[src/rtl/core_mem_pkg.sv]
// Shared types and lane helpers for the core-to-Wishbone memory bridge.
// Helpers operate at the widest supported bus; callers truncate to their width.
package core_mem_pkg;

    localparam int MAX_DW   = 64;
    localparam int MAX_SELW = MAX_DW / 8;

    typedef enum logic [1:0] {
        W_BYTE  = 2'b00,
        W_HALF  = 2'b01,
        W_WORD  = 2'b10,
        W_DWORD = 2'b11
    } width_e;

    typedef enum logic [1:0] {
        IDLE,
        BUS,
        RESP
    } bridge_state_e;

    function automatic logic [MAX_SELW-1:0] lane_sel(width_e w, logic [2:0] off);
        logic [MAX_SELW-1:0] s;
        case (w)
            W_BYTE:  s = 8'h01 << off;
            W_HALF:  s = 8'h03 << off;
            W_WORD:  s = 8'h0F << off;
            default: s = '1;
        endcase
        return s;
    endfunction

    function automatic logic [MAX_DW-1:0] wdata_replicate(width_e w, logic [MAX_DW-1:0] d);
        logic [MAX_DW-1:0] r;
        case (w)
            W_BYTE:  r = {8{d[7:0]}};
            W_HALF:  r = {4{d[15:0]}};
            W_WORD:  r = {2{d[31:0]}};
            default: r = d;
        endcase
        return r;
    endfunction

    function automatic logic [MAX_DW-1:0] rdata_extract(width_e w, logic [2:0] off,
                                                        logic [MAX_DW-1:0] d);
        logic [MAX_DW-1:0] s;
        logic [MAX_DW-1:0] r;
        s = d >> {off, 3'b000};
        case (w)
            W_BYTE:  r = {56'd0, s[7:0]};
            W_HALF:  r = {48'd0, s[15:0]};
            W_WORD:  r = {32'd0, s[31:0]};
            default: r = s;
        endcase
        return r;
    endfunction

    // A dword access is only legal on a 64-bit bus.
    function automatic logic misaligned(width_e w, logic [2:0] lo, logic dw64);
        logic m;
        case (w)
            W_BYTE:  m = 1'b0;
            W_HALF:  m = lo[0];
            W_WORD:  m = |lo[1:0];
            default: m = !dw64 || (|lo);
        endcase
        return m;
    endfunction

endpackage

[src/rtl/core_mem_wb_bridge_if.sv]
// Wishbone classic bus between the bridge (master) and the controller (slave).
interface core_mem_wb_bridge_if #(
    parameter int DATA_WIDTH = 32,
    parameter int ADDR_WIDTH = 32
);
    logic                    wb_cyc_o;
    logic                    wb_stb_o;
    logic                    wb_we_o;
    logic [DATA_WIDTH/8-1:0] wb_sel_o;
    logic [ADDR_WIDTH-1:0]   wb_addr_o;
    logic [DATA_WIDTH-1:0]   wb_data_o;
    logic [DATA_WIDTH-1:0]   wb_data_i;
    logic                    wb_ack_i;
    logic                    wb_err_i;

    modport master (
        output wb_cyc_o, wb_stb_o, wb_we_o, wb_sel_o, wb_addr_o, wb_data_o,
        input  wb_data_i, wb_ack_i, wb_err_i
    );

    modport slave (
        input  wb_cyc_o, wb_stb_o, wb_we_o, wb_sel_o, wb_addr_o, wb_data_o,
        output wb_data_i, wb_ack_i, wb_err_i
    );
endinterface

[src/rtl/core_mem_lane_align.sv]
// Combinational byte-lane logic: select generation, store replication, load extraction.
module core_mem_lane_align
    import core_mem_pkg::*;
#(
    parameter int DATA_WIDTH = 32
)(
    input  width_e                  req_width,
    input  logic [2:0]              req_off,
    input  logic [DATA_WIDTH-1:0]   wdata,
    output logic [DATA_WIDTH/8-1:0] sel,
    output logic [DATA_WIDTH-1:0]   wdata_rep,
    input  width_e                  rsp_width,
    input  logic [2:0]              rsp_off,
    input  logic [DATA_WIDTH-1:0]   bus_rdata,
    output logic [DATA_WIDTH-1:0]   rdata_ext
);
    localparam int SELW = DATA_WIDTH / 8;

    assign sel       = SELW'(lane_sel(req_width, req_off));
    assign wdata_rep = DATA_WIDTH'(wdata_replicate(req_width, MAX_DW'(wdata)));
    assign rdata_ext = DATA_WIDTH'(rdata_extract(rsp_width, rsp_off, MAX_DW'(bus_rdata)));

endmodule

[src/rtl/core_mem_wb_bridge.sv]
// Core req/resp memory port to single-outstanding Wishbone classic master,
// with alignment checks, bus-error forwarding, watchdog and optional response register.
module core_mem_wb_bridge
    import core_mem_pkg::*;
#(
    parameter int DATA_WIDTH     = 32,
    parameter int ADDR_WIDTH     = 32,
    parameter int RESP_REG       = 1,
    parameter int TIMEOUT_CYCLES = 255
)(
    input  logic                  clk,
    input  logic                  rst_n,
    input  logic                  req,
    input  logic                  cmd,
    input  logic [1:0]            width,
    input  logic [ADDR_WIDTH-1:0] addr,
    input  logic [DATA_WIDTH-1:0] wdata,
    output logic [DATA_WIDTH-1:0] rdata,
    output logic                  resp,
    output logic                  err,
    core_mem_wb_bridge_if.master  wb
);
    localparam int  SELW      = DATA_WIDTH / 8;
    localparam int  OFFW      = $clog2(SELW);
    localparam int  CNTW      = (TIMEOUT_CYCLES > 1) ? $clog2(TIMEOUT_CYCLES + 1) : 1;
    localparam int  TO_LAST_I = (TIMEOUT_CYCLES > 0) ? TIMEOUT_CYCLES - 1 : 0;
    localparam logic [CNTW-1:0] TO_LAST = CNTW'(TO_LAST_I);
    localparam logic DW64     = (DATA_WIDTH == 64);

    bridge_state_e         state_q, state_d;
    logic                  we_q, we_d;
    logic [SELW-1:0]       sel_q, sel_d;
    logic [ADDR_WIDTH-1:0] addr_q, addr_d;
    logic [DATA_WIDTH-1:0] data_q, data_d;
    width_e                width_q, width_d;
    logic [2:0]            off_q, off_d;
    logic [CNTW-1:0]       cnt_q, cnt_d;
    logic                  err_q, err_d;
    logic [DATA_WIDTH-1:0] rdata_q, rdata_d;

    width_e                req_width;
    logic [2:0]            req_off;
    logic                  illegal;
    logic [SELW-1:0]       sel_new;
    logic [DATA_WIDTH-1:0] wdata_new;
    logic [DATA_WIDTH-1:0] rdata_new;
    logic                  term;
    logic                  term_err;
    logic [DATA_WIDTH-1:0] term_data;

    assign req_width = width_e'(width);
    assign req_off   = 3'(addr[OFFW-1:0]);
    assign illegal   = misaligned(req_width, addr[2:0], DW64);

    core_mem_lane_align #(
        .DATA_WIDTH(DATA_WIDTH)
    ) u_lane (
        .req_width (req_width),
        .req_off   (req_off),
        .wdata     (wdata),
        .sel       (sel_new),
        .wdata_rep (wdata_new),
        .rsp_width (width_q),
        .rsp_off   (off_q),
        .bus_rdata (wb.wb_data_i),
        .rdata_ext (rdata_new)
    );

    always_comb begin
        state_d   = state_q;
        we_d      = we_q;
        sel_d     = sel_q;
        addr_d    = addr_q;
        data_d    = data_q;
        width_d   = width_q;
        off_d     = off_q;
        cnt_d     = cnt_q;
        err_d     = err_q;
        rdata_d   = rdata_q;
        term      = 1'b0;
        term_err  = 1'b0;
        term_data = '0;
        resp      = 1'b0;
        err       = 1'b0;
        rdata     = rdata_q;

        case (state_q)
            IDLE: begin
                if (req) begin
                    if (illegal) begin
                        err_d   = 1'b1;
                        state_d = RESP;
                    end else begin
                        we_d              = cmd;
                        sel_d             = sel_new;
                        addr_d            = addr;
                        addr_d[OFFW-1:0]  = '0;
                        data_d            = wdata_new;
                        width_d           = req_width;
                        off_d             = req_off;
                        cnt_d             = '0;
                        state_d           = BUS;
                    end
                end
            end
            BUS: begin
                // Bus error wins over a simultaneous ack.
                if (wb.wb_err_i) begin
                    term     = 1'b1;
                    term_err = 1'b1;
                end else if (wb.wb_ack_i) begin
                    term      = 1'b1;
                    term_data = rdata_new;
                end else if (TIMEOUT_CYCLES != 0 && cnt_q == TO_LAST) begin
                    term     = 1'b1;
                    term_err = 1'b1;
                end else begin
                    cnt_d = cnt_q + 1'b1;
                end

                if (term) begin
                    cnt_d   = '0;
                    err_d   = term_err;
                    rdata_d = term_data;
                    if (RESP_REG != 0) begin
                        state_d = RESP;
                    end else begin
                        state_d = IDLE;
                        resp    = 1'b1;
                        err     = term_err;
                        rdata   = term_data;
                    end
                end
            end
            RESP: begin
                resp    = 1'b1;
                err     = err_q;
                state_d = IDLE;
            end
            default: state_d = IDLE;
        endcase
    end

    always_ff @(posedge clk or negedge rst_n) begin
        if (!rst_n) begin
            state_q <= IDLE;
            we_q    <= 1'b0;
            sel_q   <= '0;
            addr_q  <= '0;
            data_q  <= '0;
            width_q <= W_BYTE;
            off_q   <= '0;
            cnt_q   <= '0;
            err_q   <= 1'b0;
            rdata_q <= '0;
        end else begin
            state_q <= state_d;
            we_q    <= we_d;
            sel_q   <= sel_d;
            addr_q  <= addr_d;
            data_q  <= data_d;
            width_q <= width_d;
            off_q   <= off_d;
            cnt_q   <= cnt_d;
            err_q   <= err_d;
            rdata_q <= rdata_d;
        end
    end

    assign wb.wb_cyc_o  = (state_q == BUS);
    assign wb.wb_stb_o  = (state_q == BUS);
    assign wb.wb_we_o   = we_q;
    assign wb.wb_sel_o  = sel_q;
    assign wb.wb_addr_o = addr_q;
    assign wb.wb_data_o = data_q;

endmodule

[src/flat_wrapper.sv]
// flat-port wrapper written by rule: the top's interface ports become plain ports
module core_mem_wb_bridge_flat import core_mem_pkg::*;
#(
    parameter int DATA_WIDTH     = 32,
    parameter int ADDR_WIDTH     = 32,
    parameter int RESP_REG       = 1,
    parameter int TIMEOUT_CYCLES = 255
)
  (clk, rst_n, req, cmd, width, addr, wdata, rdata, resp, err, wb_wb_cyc_o, wb_wb_stb_o, wb_wb_we_o, wb_wb_sel_o, wb_wb_addr_o, wb_wb_data_o, wb_wb_data_i, wb_wb_ack_i, wb_wb_err_i);
  core_mem_wb_bridge_if #(.DATA_WIDTH(DATA_WIDTH), .ADDR_WIDTH(ADDR_WIDTH)) wb_i ();
  input  logic clk;
  input  logic rst_n;
  input  logic req;
  input  logic cmd;
  input  logic [1:0] width;
  input  logic [ADDR_WIDTH-1:0] addr;
  input  logic [DATA_WIDTH-1:0] wdata;
  output logic [DATA_WIDTH-1:0] rdata;
  output logic resp;
  output logic err;
  output wire logic [$bits(wb_i.wb_cyc_o)-1:0] wb_wb_cyc_o;
  output wire logic [$bits(wb_i.wb_stb_o)-1:0] wb_wb_stb_o;
  output wire logic [$bits(wb_i.wb_we_o)-1:0] wb_wb_we_o;
  output wire logic [$bits(wb_i.wb_sel_o)-1:0] wb_wb_sel_o;
  output wire logic [$bits(wb_i.wb_addr_o)-1:0] wb_wb_addr_o;
  output wire logic [$bits(wb_i.wb_data_o)-1:0] wb_wb_data_o;
  input wire logic [$bits(wb_i.wb_data_i)-1:0] wb_wb_data_i;
  input wire logic [$bits(wb_i.wb_ack_i)-1:0] wb_wb_ack_i;
  input wire logic [$bits(wb_i.wb_err_i)-1:0] wb_wb_err_i;
  assign wb_wb_cyc_o = wb_i.wb_cyc_o;
  assign wb_wb_stb_o = wb_i.wb_stb_o;
  assign wb_wb_we_o = wb_i.wb_we_o;
  assign wb_wb_sel_o = wb_i.wb_sel_o;
  assign wb_wb_addr_o = wb_i.wb_addr_o;
  assign wb_wb_data_o = wb_i.wb_data_o;
  assign wb_i.wb_data_i = wb_wb_data_i;
  assign wb_i.wb_ack_i = wb_wb_ack_i;
  assign wb_i.wb_err_i = wb_wb_err_i;
  core_mem_wb_bridge #(.DATA_WIDTH(DATA_WIDTH), .ADDR_WIDTH(ADDR_WIDTH), .RESP_REG(RESP_REG), .TIMEOUT_CYCLES(TIMEOUT_CYCLES)) u_core (.clk(clk), .rst_n(rst_n), .req(req), .cmd(cmd), .width(width), .addr(addr), .wdata(wdata), .rdata(rdata), .resp(resp), .err(err), .wb(wb_i));
endmodule
[config.mk]
export PLATFORM = sky130hd
export DESIGN_NAME = core_mem_wb_bridge_flat
export DESIGN_NICKNAME = d
export VERILOG_FILES = /design/src/rtl/core_mem_pkg.sv /design/src/rtl/core_mem_wb_bridge_if.sv /design/src/rtl/core_mem_lane_align.sv /design/src/rtl/core_mem_wb_bridge.sv /design/src/flat_wrapper.sv
export SDC_FILE = /design/constraint.sdc
export NUM_CORES = 1
export LEC_CHECK = 0
export ABC_AREA = 1
export BUFFER_PORTS_ARGS = -buffer_cell sky130_fd_sc_hd__buf_2
export CAP_MARGIN = 20
export CORE_ASPECT_RATIO = 0.6
export CORE_MARGIN = 10
export CORE_UTILIZATION = 42
export DETAILED_ROUTE_END_ITERATION = 16
export PLACE_DENSITY = 0.81
export SLEW_MARGIN = 20
export SYNTH_ARGS = -nofsm -noshare
export SYNTH_HDL_FRONTEND = slang
export SYNTH_SLANG_ARGS = --single-unit
[constraint.sdc]
create_clock -name clk -period 1.7 [get_ports clk]
set_clock_uncertainty 0.05 [all_clocks]
set_input_delay 0.34 -clock clk [delete_from_list [all_inputs] [get_ports clk]]
set_output_delay 0.34 -clock clk [all_outputs]
set_load 0.02 [all_outputs]
# ---- After elaboration in Yosys (flattened, before gate mapping)
# Index checks and enable logic that the tools add are counted.
dict set report totals {
  in_bits 104
  output_inout_bits 105
  reg_bits 114
  wordCells 69
}
dict set report classes {
  add_sub_neg 1
  n_eq_ne 14
  n_mux 29
  shifts 4
  n_bitwise 1
  reduce_logical 10
}
# operator count
set ops {}
lappend ops {{$pmux 32 s3} 2}
lappend ops {{$mux 32} 2}
lappend ops {{$mux 8} 6}
lappend ops {{$shr 32x5->32} 1}
lappend ops {{$pmux 8 s2} 1}
lappend ops {{$pmux 4 s3} 1}
lappend ops {{$mux 1} 11}
lappend ops {{$add 8x1->8 const B} 1}
lappend ops {{$eq 8x8->1 const B} 1}
lappend ops {{$eq 2x1->1 const B} 3}
lappend ops {{$eq 2x2->1 const B} 3}
lappend ops {{$logic_not 2->1} 3}
lappend ops {{$mux 2} 3}
lappend ops {{$ne 3x2->1 const B} 2}
lappend ops {{$reduce_and 6->1} 1}
lappend ops {{$ne 2x1->1 const B} 2}
lappend ops {{$ne 2x2->1 const B} 2}
lappend ops {{$pmux 2 s2} 1}
lappend ops {{$reduce_and 2->1} 2}
lappend ops {{$reduce_and 4->1} 1}
lappend ops {{$shl 1x2->4 const A} 1}
lappend ops {{$shl 2x2->4 const A} 1}
lappend ops {{$shl 4x2->4 const A} 1}
lappend ops {{$ne 3x3->1 const B} 1}
lappend ops {{other kinds (6)} 6}

# ---- Longest topological paths before layout
# Gate-level depths: netlist of the first run.
dict set report depth {
  depth_word 7
  mapped_depth 11
  mapped_depth_nobuf 10
}

# ---- Hierarchy
# Synthesis of the first run repeated with hierarchy kept, for this count alone.
dict set report hier_totals {
  cells_unflattened 828
  area_unflattened_um2 6129.6
}
# module n_inst cells_each seq_area_each_um2 area_per_inst_um2
set modules_own_cells {}
lappend modules_own_cells {core_mem_wb_bridge 1 541 2852.7 4804.6}
lappend modules_own_cells {core_mem_lane_align 1 287 0.0 1325.0}

# ---- Least setup slack after synthesis of the first run
# Ideal clock, no wire load.
dict set report synth_timing {
  kind {input to register}
  from {input port width[1]}
  to {register u_core.addr_q[31] (netlist: u_core.wb.wb_addr_o[31])}
  stages 10
  path_buffers 2
  required_time_ps 1533
  arrival_ps 1485
  setup_slack_ps 48
  setup_time_ps 117
  path_cell_list {inv_1 ha_1 buf_2 a21oi_2 nand2_1 nor2_4 nand2_4 buf_4 nand2_1 nand2_1}
}
dict set report synth_via {
  elab_chain_len 4
  word_cells_on_any_way 6
  classes_between {2 x eq/ne; 1 x mux; 1 x bitwise; 2 x reduce/logical}
}
# item line
set synth_lines {}
lappend synth_lines {{from (decl)} flat_wrapper.sv:15} ;# input logic [1:0] width;
lappend synth_lines {{$eq 2x2->1 (tied with other cells)} core_mem_pkg.sv:60} ;# case (w)
lappend synth_lines {{$pmux 1 s3 (*)} core_mem_pkg.sv:60}
lappend synth_lines {{$not 1->1 (no source line) (*)} -}
lappend synth_lines {{$reduce_and 3->1 (no source line) (*)} -}
lappend synth_lines {{to (signal assigned)} core_mem_wb_bridge.sv:160} ;# addr_q <= addr_d;
lappend synth_lines {{to (decl)} core_mem_wb_bridge.sv:33} ;# logic [ADDR_WIDTH-1:0] addr_q, addr_d;
# Every way passes the cells marked *; elsewhere a longest branch is shown, timed or not.
# A chain may end at the register's enable or synchronous reset.

# ---- Final worst setup path of the first run
dict set report layout_timing {
  from {register u_core.state_q[0]}
  to {output port err}
}
dict set report layout_via {
  elab_chain_len 2
}
# item line
set layout_lines {}
lappend layout_lines {{from (decl)} core_mem_wb_bridge.sv:30} ;# bridge_state_e state_q, state_d;
lappend layout_lines {{from (signal assigned)} core_mem_wb_bridge.sv:157} ;# state_q <= state_d;
lappend layout_lines {{$eq 2x2->1} core_mem_wb_bridge.sv:87} ;# case (state_q)
lappend layout_lines {{$mux 1} -}
lappend layout_lines {{to (decl)} flat_wrapper.sv:20} ;# output logic err;
# Every way passes these cells.

==> flow_summary_export.csv, run 1 <==
group,metric,value,unit
drt,remaining_drc_errors,0,
timing,setup_viol,0,
die,start_util,0.4277,
power_and_ir_drop,p_switching,0.004984,W
cells_and_area,antennaDiodeCount,0,
drt,drtAntennaViolNets,0,
die,die_h,111.2,um
worst_setup_path,r2r-end,"u_core.rdata_q[30]$_DFFE_PN0P_",
timing,setup_tns,0,ns
timing,layout_min_cycle_time,1.655,ns
power_and_ir_drop,ir_drop,0.8289,mV
cts,cts_tree,"done",
worst_setup_path,reg2reg_depth,10,
die,die_x,172.1,um
drt,drtIter0Drc,643,
flow_run,maxCapViolations,0,
worst_setup_path,critPathMaxFanout,3,
synthesis,yosysWarnings,0,
worst_setup_path,worstSetupEndpoint,"err",
cells_and_area,fin_cells,1200,
drt,dr.pass1.iters,5,
power_and_ir_drop,seq_power_share,0.335,
cells_and_area,multi_input_area,0.002559,mm^2
timing,post-route-period-util,0.9737,
timing,rsz0062_at_grt,"true",
synthesis,synthCells,794,
synthesis,synth_area_leaders,"dfrtp_1 (49%), nand2_1 (24%), nand3_1 (9.1%)",
global_route,grt_overflow,0,
drt,route.vias.total,6078,
timing,hold_viol_final,0,
global_route,grt_max_degree,63,
cts,path_clk_slew,0.06,ns
power_and_ir_drop,power_frac_comb,0.382,
drt,wl_per_cell,16.43,um
placed_design,placedCellCount,1163,
synthesis,yosys.area.top_type,"dfrtp_1",
synthesis,synth-seq-cells,114,
die,num_rows,33,
worst_hold_path,hp-class,"in -> reg",
cells_and_area,layout-drive-gt1-share,0.2820,
global_route,first_global_vias,5842,
die,core-area,0.01363,mm^2
worst_setup_path,crit_arrival,1.27,ns
global_route,track_usage,0.2023,
cells_and_area,nets,1122,
power_and_ir_drop,pwr-share-clk,0.282,
worst_setup_path,cp_data_required_time,1.31,ns
die,io_pins,209,
placed_design,io_buffers,206,
placed_design,gp_congestion,0.9445,
cts,clock_sinks,114,
synthesis,netlist.area_leader.share,0.4895,
cells_and_area,fin_util,0.5750,
worst_setup_path,critPathKind,"reg -> out",
synthesis,avgSynthCellArea,7.340,um^2
cells_and_area,register_area,0.002853,mm^2
timing,setup_ws,0.04471,ns
cts,clk-insertion-delay-late,0.40,ns
synthesis,ys_types,25,
placed_design,place_ws,-0.07688,ns
placed_design,hpwl,14830,um
timing,whs,0.1163,ns
cells_and_area,area_delta_synth_final,34.44,%
worst_setup_path,rrSetupSlack,0.12,ns
worst_setup_path,worstSetupStartpointType,"register",
synthesis,syn_area,0.005828,mm^2
timing,max_freq,604.1,MHz
drt,viasPerCell,5.065,
drt,postRouteWirelength,19710,um
global_route,antenna_found_initial,0,
worst_setup_path,crit_start,"u_core.state_q[0]$_DFFE_PN0P_",
synthesis,synth-seq-area-share,0.4895,
cells_and_area,fill_cells,1254,
power_and_ir_drop,internal_power,0.007429,W
power_and_ir_drop,sw_frac_of_total,0.4015,
outcome,status,"complete, no violations",
power_and_ir_drop,p_per_area,1584,mW/mm^2
power_and_ir_drop,leakage,4.570,nW
worst_setup_path,r2r-start,"u_core.cnt_q[0]$_DFFE_PN0P_",
cts,root_buffer,"clkbuf_16",
cts,ctsHtreeMaxLevel,4,
cts,clockBufferDepth,2,
die,dieArea,0.01914,mm^2
worst_setup_path,end_kind,"output port",
global_route,grt_pass1_wl,31240,um
timing,drv_slew,0,
cts,numCtsBuffers,17,
-- critical path, stage by stage, from the launching register on --
cell and delay, ns:
dfrtp_1 0.41, inv_1 0.14, and3_1 0.16, buf_2 0.16
-- cells in the final DEF, fill, tap and decap left out --
cell and n:
clkbuf_1 2, nand2_2 4, bufinv_16 2, nor3_1 9, and3_1 1, nor2_1 20
inv_2 3, buf_4 31, nor2_4 2, o21ai_1 8, clkinvlp_4 3, nand3_1 106
o21ai_0 36, nand4_1 5, buf_12 9, nand2_1 373, xor2_1 2, buf_2 203
buf_8 1, ha_1 6, nand2_4 3, conb_1 2, clkinv_2 6, clkbuf_8 3
a21oi_1 12, a21oi_2 1, inv_4 1, inv_1 39, dlygate4sd3_1 1, clkbuf_16 17
dfrtp_1 114
-- worst min-delay path by stage --
stage,cells past startpoint,endpoint,from,slack [ns]
global placement,2,u_core.err_q$_DFFE_PN0P_,rst_n,0.32
CTS,3,u_core.wb.wb_addr_o[31]$_DFFE_PN0P_,addr[31],0.10
finish,3,u_core.wb.wb_addr_o[31]$_DFFE_PN0P_,addr[31],0.12
detailed placement,2,u_core.err_q$_DFFE_PN0P_,rst_n,0.33
global route,3,u_core.wb.wb_addr_o[31]$_DFFE_PN0P_,addr[31],0.12
floorplan,0,u_core.cnt_q[0]$_DFFE_PN0P_,rst_n,-0.006
-- state kept, by name, summed over array words and instances, names as in the netlist --
| name | cells |
|---|---|
| u_core.wb.wb_data_o | 32 |
| u_core.wb.wb_we_o | 1 |
| u_core.wb.wb_sel_o | 4 |
| u_core.wb.wb_addr_o | 30 |
| u_core.cnt_q | 8 |
| u_core.err_q | 1 |
| u_core.off_q | 2 |
| u_core.state_q | 2 |
| u_core.rdata_q | 32 |
| u_core.width_q | 2 |
-- cells by family (layout without fill, tap and decap cells) --
logic type               after synthesis  in the layout  share of synthesized area
AND/OR/NAND/NOR                      523            523                     0.3710
flip-flops                           114            114                     0.4895
buffers and inverters                 91            321                    0.07342
AO/OA/AOI/OAI                         57             57                    0.04959
adder cells (fa/ha/maj)                6              6                    0.01288
XOR/XNOR                               2              2                   0.003006
other                                  1              2                  0.0006434
-- metrics by stage --
| stage | instance area (um^2) | total power, W |
|---|---|---|
| after floorplan | 5832 | 0.006938 |
| after global placement | 7177 | 0.008778 |
| after detailed placement | 7177 | 0.008866 |
| after CTS | 7790 | 0.01245 |
| after global routing | 7835 | 0.01318 |
| final | 7835 | 0.01241 |
-- layer usage --
layer | GRT usage | share of wire
met5 | 0 | 0
met4 | 0.04863 | 0.012
met3 | 0.07966 | 0.12
met2 | 0.2799 | 0.42
met1 | 0.2857 | 0.44
-- Yosys cell counts --
library cell  instances
nand2_1             374
dfrtp_1             114
nand3_1             106
inv_1                40
o21ai_0              36
nor2_1               20
buf_2                18
clkbuf_1             16
a21oi_1              12
nor3_1                9
o21ai_1               8
buf_6                 6
ha_1                  6
buf_4                 5
nand4_1               5
nand2_2               4
inv_2                 3
buf_1                 2
nand2_4               2
nor2_4                2
xor2_1                2
a21oi_2               1
and3_1                1
clkinv_1              1
conb_1                1
-- cell type report --
cell class	instances	share of cell area
multi-input cells	590	0.3266
repair buffers	245	0.1856
clock inverters	10	0.01373
clock buffers	22	0.06052
inverters	44	0.02156
well taps	175	0.02795
flip-flops and latches	114	0.3641
-- power by group through the flow --
stage | clock network (W) | registers, W | logic (W)
after global placement | 0 | 0.00417 | 0.00461
final | 0.00350 | 0.00416 | 0.00475
after detailed placement | 0 | 0.00416 | 0.00471
after CTS | 0.00355 | 0.00416 | 0.00474
after global routing | 0.00368 | 0.00427 | 0.00522
after floorplan | 0 | 0.00516 | 0.00178
-- what timing repair did --
item                                   in CTS  in global routing
hold buffers                                1                  0
setup endpoints to repair                   3                 23
setup buffers                               1                  3
pin swaps                                   0                  1
gates resized for setup                     6                  7
endpoints found under the hold margin     114                  0
(Power assumes the default switching activity.)
==> inputs of run 2 (changes only) <==
--- a/config.mk
+++ b/config.mk
@@ -12,4 +12,5 @@
 export CORE_MARGIN = 10
 export CORE_UTILIZATION = 42
+export CTS_CLUSTER_SIZE = 25
 export DETAILED_ROUTE_END_ITERATION = 16
 export PLACE_DENSITY = 0.81
==> constraint.sdc (replaced) <==
create_clock -name clk -period 1.7 [get_ports clk]
set_clock_uncertainty 0.05 [all_clocks]
set_input_delay 0.085 -clock clk [delete_from_list [all_inputs] [get_ports clk]]
set_output_delay 0.085 -clock clk [all_outputs]
set_load 0.02 [all_outputs]
==> run 2 against run 1 <==
  * Final area increased by 8.3%
  * Non-clock buffer count increased by 56
  * Final cell count increased by 4.9%
  * Clock-buffer cell count is the same
  * Clock power grew 8.0%
  * Via count increased by 5.4%
==> flow_summary_export.csv, run 2 (synthesis gave the netlist of run 1 again) <==
group,metric,value,unit
global_route,grt_max_degree,45,
cts,clockBufferDepth,2,
worst_setup_path,critPathMaxStageDelay,0.55,ns
timing,rsz0062_at_grt,"false",
timing,setup_viol,0,
placed_design,gp_congestion,0.9358,
drt,dr.pass1.iters,6,
drt,wl_met1,9454,um
outcome,status,"complete, no violations",
power_and_ir_drop,leakage,4.816,nW
timing,layout_min_cycle_time,1.624,ns
cts,root_buffer,"clkbuf_16",
drt,postRouteWirelength,21800,um
worst_setup_path,slowest_stage,"dlygate4sd3_1",
global_route,grt_overflow,0,
placed_design,io_buffers,206,
worst_setup_path,cp_data_required_time,1.99,ns
cts,path_clk_slew,0.06,ns
cells_and_area,register_area,0.002853,mm^2
drt,top_layer,"met4",
drt,viasPerCell,5.090,
placed_design,place_ws,0.05716,ns
cts,cts_tree,"done",
die,num_rows,33,
worst_setup_path,end_kind,"register",
die,die_x,172.1,um
cells_and_area,mostFrequentLayoutCells,"nand2_1 (373), buf_2 (205), dfrtp_1 (114), nand3_1 (106), dlygate4sd3_1 (67)",
cells_and_area,fill_cells,1154,
power_and_ir_drop,sw_frac_of_total,0.3974,
timing,max_freq,615.8,MHz
global_route,first_global_vias,6248,
power_and_ir_drop,pwr-share-clk,0.294,
cells_and_area,layout-drive-gt1-share,0.2574,
drt,route.vias.total,6408,
worst_setup_path,crit_chain,"dlygate4sd3_1 -> buf_2 -> inv_1 -> nand2_1 -> nand2_2 -> nand2_1 -> nor2_4 -> buf_6 -> buf_12 -> nand3_1 -> nand2_1",
cts,ctsHtreeMaxLevel,4,
worst_setup_path,critPathKind,"in -> reg",
die,core-area,0.01363,mm^2
placed_design,hpwl,14680,um
cells_and_area,multi_input_area,0.002559,mm^2
die,start_util,0.4277,
global_route,track_usage,0.2206,
die,dieArea,0.01914,mm^2
drt,wl_per_cell,17.32,um
die,die_h,111.2,um
worst_setup_path,cpMostUsedCell,"nand2_1",
drt,wl_met3,2689,um
flow_run,maxCapViolations,0,
worst_setup_path,crit_arrival,1.91,ns
drt,drtIter0Drc,836,
timing,setup_tns,0,ns
worst_setup_path,critPathMaxFanout,22,
power_and_ir_drop,power_frac_comb,0.382,
drt,drtAntennaViolNets,0,
power_and_ir_drop,p_switching,0.005114,W
power_and_ir_drop,ir_drop,0.8923,mV
global_route,antenna_found_initial,3,
power_and_ir_drop,seq_power_share,0.324,
power_and_ir_drop,internal_power,0.007754,W
timing,setup_ws,0.07616,ns
drt,wl_met2,9094,um
worst_setup_path,worstSetupStartpointType,"primary input",
timing,hold_viol_final,0,
die,io_pins,209,
cts,clk-insertion-delay-late,0.40,ns
timing,drv_slew,0,
cts,clock_sinks,114,
cells_and_area,nets,1178,
timing,post-route-period-util,0.9552,
cells_and_area,final_common_cell,"nand2_1",
drt,remaining_drc_errors,0,
cells_and_area,area_delta_synth_final,45.53,%
worst_hold_path,hp-class,"in -> reg",
power_and_ir_drop,p_per_area,1517,mW/mm^2
cts,numCtsBuffers,17,
global_route,grt_pass1_wl,33800,um
## run 2: changes by cell type in the layout (fill, tap and decap cells not counted), sizes merged
| cell | delta |
|---|---|
| buf | -11 |
| diode | +4 |
| clkbuf | +1 |
| bufinv | +1 |
| clkinv | -2 |
| dlygate4sd3 | +66 |
## run 2: layout make-up
type | instances | area share
diodes | 4 | 0.001180
inverters | 44 | 0.01977
clock inverters | 9 | 0.01505
repair buffers | 301 | 0.2419
flip-flops and latches | 114 | 0.3363
clock buffers | 22 | 0.05827
well taps | 175 | 0.02582
multi-input cells | 590 | 0.3017
## run 2: worst paths after layout
check	from	end	slack [ns]	cells after the start
min in group asynchronous	rst_n	u_core.rdata_q[24]$_DFFE_PN0P_	0.11	2
worst min register to register	u_core.wb.wb_addr_o[25]$_DFFE_PN0P_	u_core.wb.wb_addr_o[25]$_DFFE_PN0P_	0.42	2
worst max-delay path	addr[1]	u_core.wb.wb_addr_o[2]$_DFFE_PN0P_	0.08	11
max in group asynchronous	rst_n	u_core.wb.wb_sel_o[2]$_DFFE_PN0P_	0.89	3
worst min-delay path	wdata[28]	u_core.wb.wb_data_o[28]$_DFFE_PN0P_	0.01	5
worst max register to register	u_core.cnt_q[0]$_DFFE_PN0P_	u_core.rdata_q[6]$_DFFE_PN0P_	0.13	10
## run 2: critical path, delay by kind of cell
family | cells | cell delay, ns
buf+inv | 5 | 1.09
simple gates | 6 | 0.70
## run 2: timing repair
| item | in CTS | in global routing |
|---|---|---|
| hold buffers | 67 | 0 |
| endpoints found under the setup margin | 0 | 88 |
| hold endpoints to repair | 181 | 0 |
| resized for setup | 0 | 6 |
| setup buffers | 0 | 2 |
## run 2: routing by layer
metal / up-vias / GRT usage
li1: 3050 / -
met2: 379 / 0.2990
met3: 59 / 0.08713
met4: 0 / 0.07952
met1: 2920 / 0.3069
met5: - / 0
## run 2: power by group through the flow
stage          sequential (W)  clock [W]  combinational, W
3_5_place_dp          0.00416          0           0.00471
3_3_place_gp          0.00416          0           0.00462
6_report              0.00417    0.00378           0.00492
2_1_floorplan         0.00516          0           0.00178
5_1_grt               0.00427    0.00394           0.00539
4_1_cts               0.00415    0.00382           0.00483
## run 2: metrics by stage
step	instance area, um^2	cells	power, W	util	hold WS [ns]
2_1_floorplan	5832	795	0.006938	-	-0.2606
3_3_place_gp	7122	1154	0.008773	0.5227	-0.001358
3_5_place_dp	7122	1154	0.008865	0.5227	-0.00009676
4_1_cts	8414	1252	0.01280	0.6175	0.001210
5_1_grt	8479	1258	0.01359	0.6223	0.02450
6_report	8482	1259	0.01287	0.6225	0.01266
==> inputs of run 3 (changes only) <==
GPL_ROUTABILITY_DRIVEN = 0   (was default)
GPL_TIMING_DRIVEN = 0   (was default)
==> run 3 against run 2 <==
  * Sequential cell count is the same
  * Die area is the same
  * Utilization grew 0.32 points
  * Register-to-register slack lost 0.06 ns
  * Critical path type is now reg -> reg
  * Sequential power shrank 1%
  * Clock-buffer cell count shrank 5
  * Routed wire length grew 3.3%
  * Power shrank 0.57%
  * Hold slack lost 0.0026 ns
  * Highest routed layer unchanged
  * Via count grew 3.4%
  * First-iteration DRC count shrank 16%
  * Fmax shrank 0.40%
==> flow_summary_export.csv, run 3 (synthesis gave the netlist of run 1 again) <==
group,metric,value,unit
outcome,status,"complete, no violations",
drt,route.vias.total,6628,
power_and_ir_drop,p_per_area,1501,mW/mm^2
worst_setup_path,cp_data_required_time,2.00,ns
drt,wl_per_cell,17.49,um
timing,setup_viol,0,
placed_design,hpwl,15790,um
cells_and_area,fin_util,0.6257,
cells_and_area,mostFrequentLayoutCells,"nand2_1 (373), buf_2 (219), dfrtp_1 (114), nand3_1 (106), dlygate4sd3_1 (73)",
cells_and_area,area_delta_synth_final,46.29,%
power_and_ir_drop,ir_drop,0.8489,mV
drt,drtIter0Drc,706,
timing,hold_viol_final,0,
die,die_x,172.1,um
worst_hold_path,hp-class,"in -> reg",
die,die_h,111.2,um
timing,max_freq,613.4,MHz
cells_and_area,final_common_cell,"nand2_1",
drt,postRouteWirelength,22520,um
timing,whs,0.01008,ns
timing,drv_slew,0,
placed_design,io_buffers,206,
worst_setup_path,crit_start,"u_core.width_q[1]$_DFFE_PN0P_",
worst_setup_path,critPathMaxFanout,8,
drt,drtAntennaViolNets,0,
drt,viasPerCell,5.146,
cts,cts_tree,"done",
power_and_ir_drop,leakage,4.836,nW
drt,wl_met1,9310,um
flow_run,maxCapViolations,0,
worst_setup_path,worstSetupStartpointType,"register",
cts,root_buffer,"clkbuf_16",
cts,clk-insertion-delay-late,0.41,ns
cts,ctsHtreeMaxLevel,4,
cells_and_area,nets,1205,
worst_setup_path,reg2reg_depth,6,
worst_hold_path,min_to,"u_core.rdata_q[25]$_DFFE_PN0P_",
worst_setup_path,rrSetupSlack,0.07,ns
worst_setup_path,r2r-start,"u_core.width_q[1]$_DFFE_PN0P_",
timing,post-route-period-util,0.9590,
global_route,grt_overflow,0,
drt,dr.pass1.iters,6,
global_route,first_global_vias,6605,
drt,wl_met3,3031,um
die,start_util,0.4277,
worst_hold_path,hp-start,"wb_wb_data_i[25]",
timing,relSlewSlack,0.5910,
drt,remaining_drc_errors,0,
worst_setup_path,r2r-end,"u_core.rdata_q[8]$_DFFE_PN0P_",
global_route,grt_pass1_wl,34580,um
cts,clockBufferDepth,2,
die,dieArea,0.01914,mm^2
timing,worst_pin_slew,0.6135,ns
die,io_pins,209,
worst_setup_path,crit_arrival,1.93,ns
global_route,track_usage,0.2287,
global_route,grt_max_degree,74,
global_route,antenna_found_initial,4,
die,core-area,0.01363,mm^2
drt,wl_met2,9462,um
worst_hold_path,holdPathStages,5,
worst_setup_path,end_kind,"register",
timing,setup_tns,0,ns
worst_setup_path,critPathKind,"reg -> reg",
cells_and_area,layout-drive-gt1-share,0.2608,
die,num_rows,33,
cts,numCtsBuffers,17,
cts,path_clk_slew,0.06,ns
drt,top_layer,"met4",
cts,clock_sinks,114,
timing,layout_min_cycle_time,1.630,ns
==> run 3: changes by cell type in the layout (fill, tap and decap cells not counted), sizes merged <==
cell and delta:
clkinv +1, clkbuf +14, clkinvlp +1, inv +4, buf +2, dlygate4sd3 +6
diode +1
==> run 3: final cells by class <==
cell class | instances | area (um^2)
antenna | 5 | 12.51
buffer | 46 | 274.0
clock buffer | 17 | 425.4
clock inverter | 15 | 182.7
fill | 1162 | 5100
inverter | 44 | 172.7
multi-input combinational | 590 | 2564
sequential | 114 | 2853
tap | 175 | 219.0
timing repair buffer | 282 | 1823
==> run 3: how the worst max path moves through the flow <==
stage                                           to  slack, ns  cells after the start
4_1_cts              u_core.rdata_q[5]$_DFFE_PN0P_      0.004                     10
5_1_grt                u_core.off_q[0]$_DFFE_PN0P_     -0.006                     12
3_5_place_dp   u_core.wb.wb_addr_o[31]$_DFFE_PN0P_      -0.23                     11
2_1_floorplan             u_core.err_q$_DFFE_PN0P_       0.22                      8
6_report             u_core.rdata_q[8]$_DFFE_PN0P_       0.07                      6
3_3_place_gp   u_core.wb.wb_addr_o[17]$_DFFE_PN0P_      -0.94                      1
==> run 3: metal layers <==
| metal | track usage | vias to the layer above |
|---|---|---|
| met1 | 0.2912 | 3014 |
| li1 | - | 3116 |
| met5 | 0 | - |
| met3 | 0.1074 | 81 |
| met4 | 0.08982 | 0 |
| met2 | 0.3264 | 417 |
==> run 3: repair_timing <==
action,in CTS,in global routing
pin swaps,0,1
hold endpoints to repair,185,0
resized for setup,3,19
hold buffers,73,0
endpoints found under the setup margin,14,105
setup buffers,0,2
==> run 3: worst max-delay path, stage by stage, from the launching register on <==
cell and delay [ns]:
dfrtp_1 0.42, nor2_1 0.08, nor2_1 0.42, o21ai_0 0.20, nor2_1 0.24, nand2_1 0.09
nand2_1 0.06
==> run 3: per-stage QoR <==
stage / cell area, um^2 / worst slack [ns] / total power, W / std cells
floorplan: 5832 / 0.2161 / 0.006938 / 795
global placement: 7082 / -0.9442 / 0.008684 / 1176
detailed placement: 7116 / -0.2295 / 0.008789 / 1177
CTS: 8463 / 0.003583 / 0.01266 / 1282
global route: 8521 / -0.005541 / 0.01348 / 1286
finish: 8526 / 0.06972 / 0.01279 / 1288
==> run 3: power by group <==
| group | switching, W | internal [W] |
|---|---|---|
| registers | 0.000523 | 0.00361 |
| logic | 0.00335 | 0.00159 |
| clock network | 0.00140 | 0.00232 |
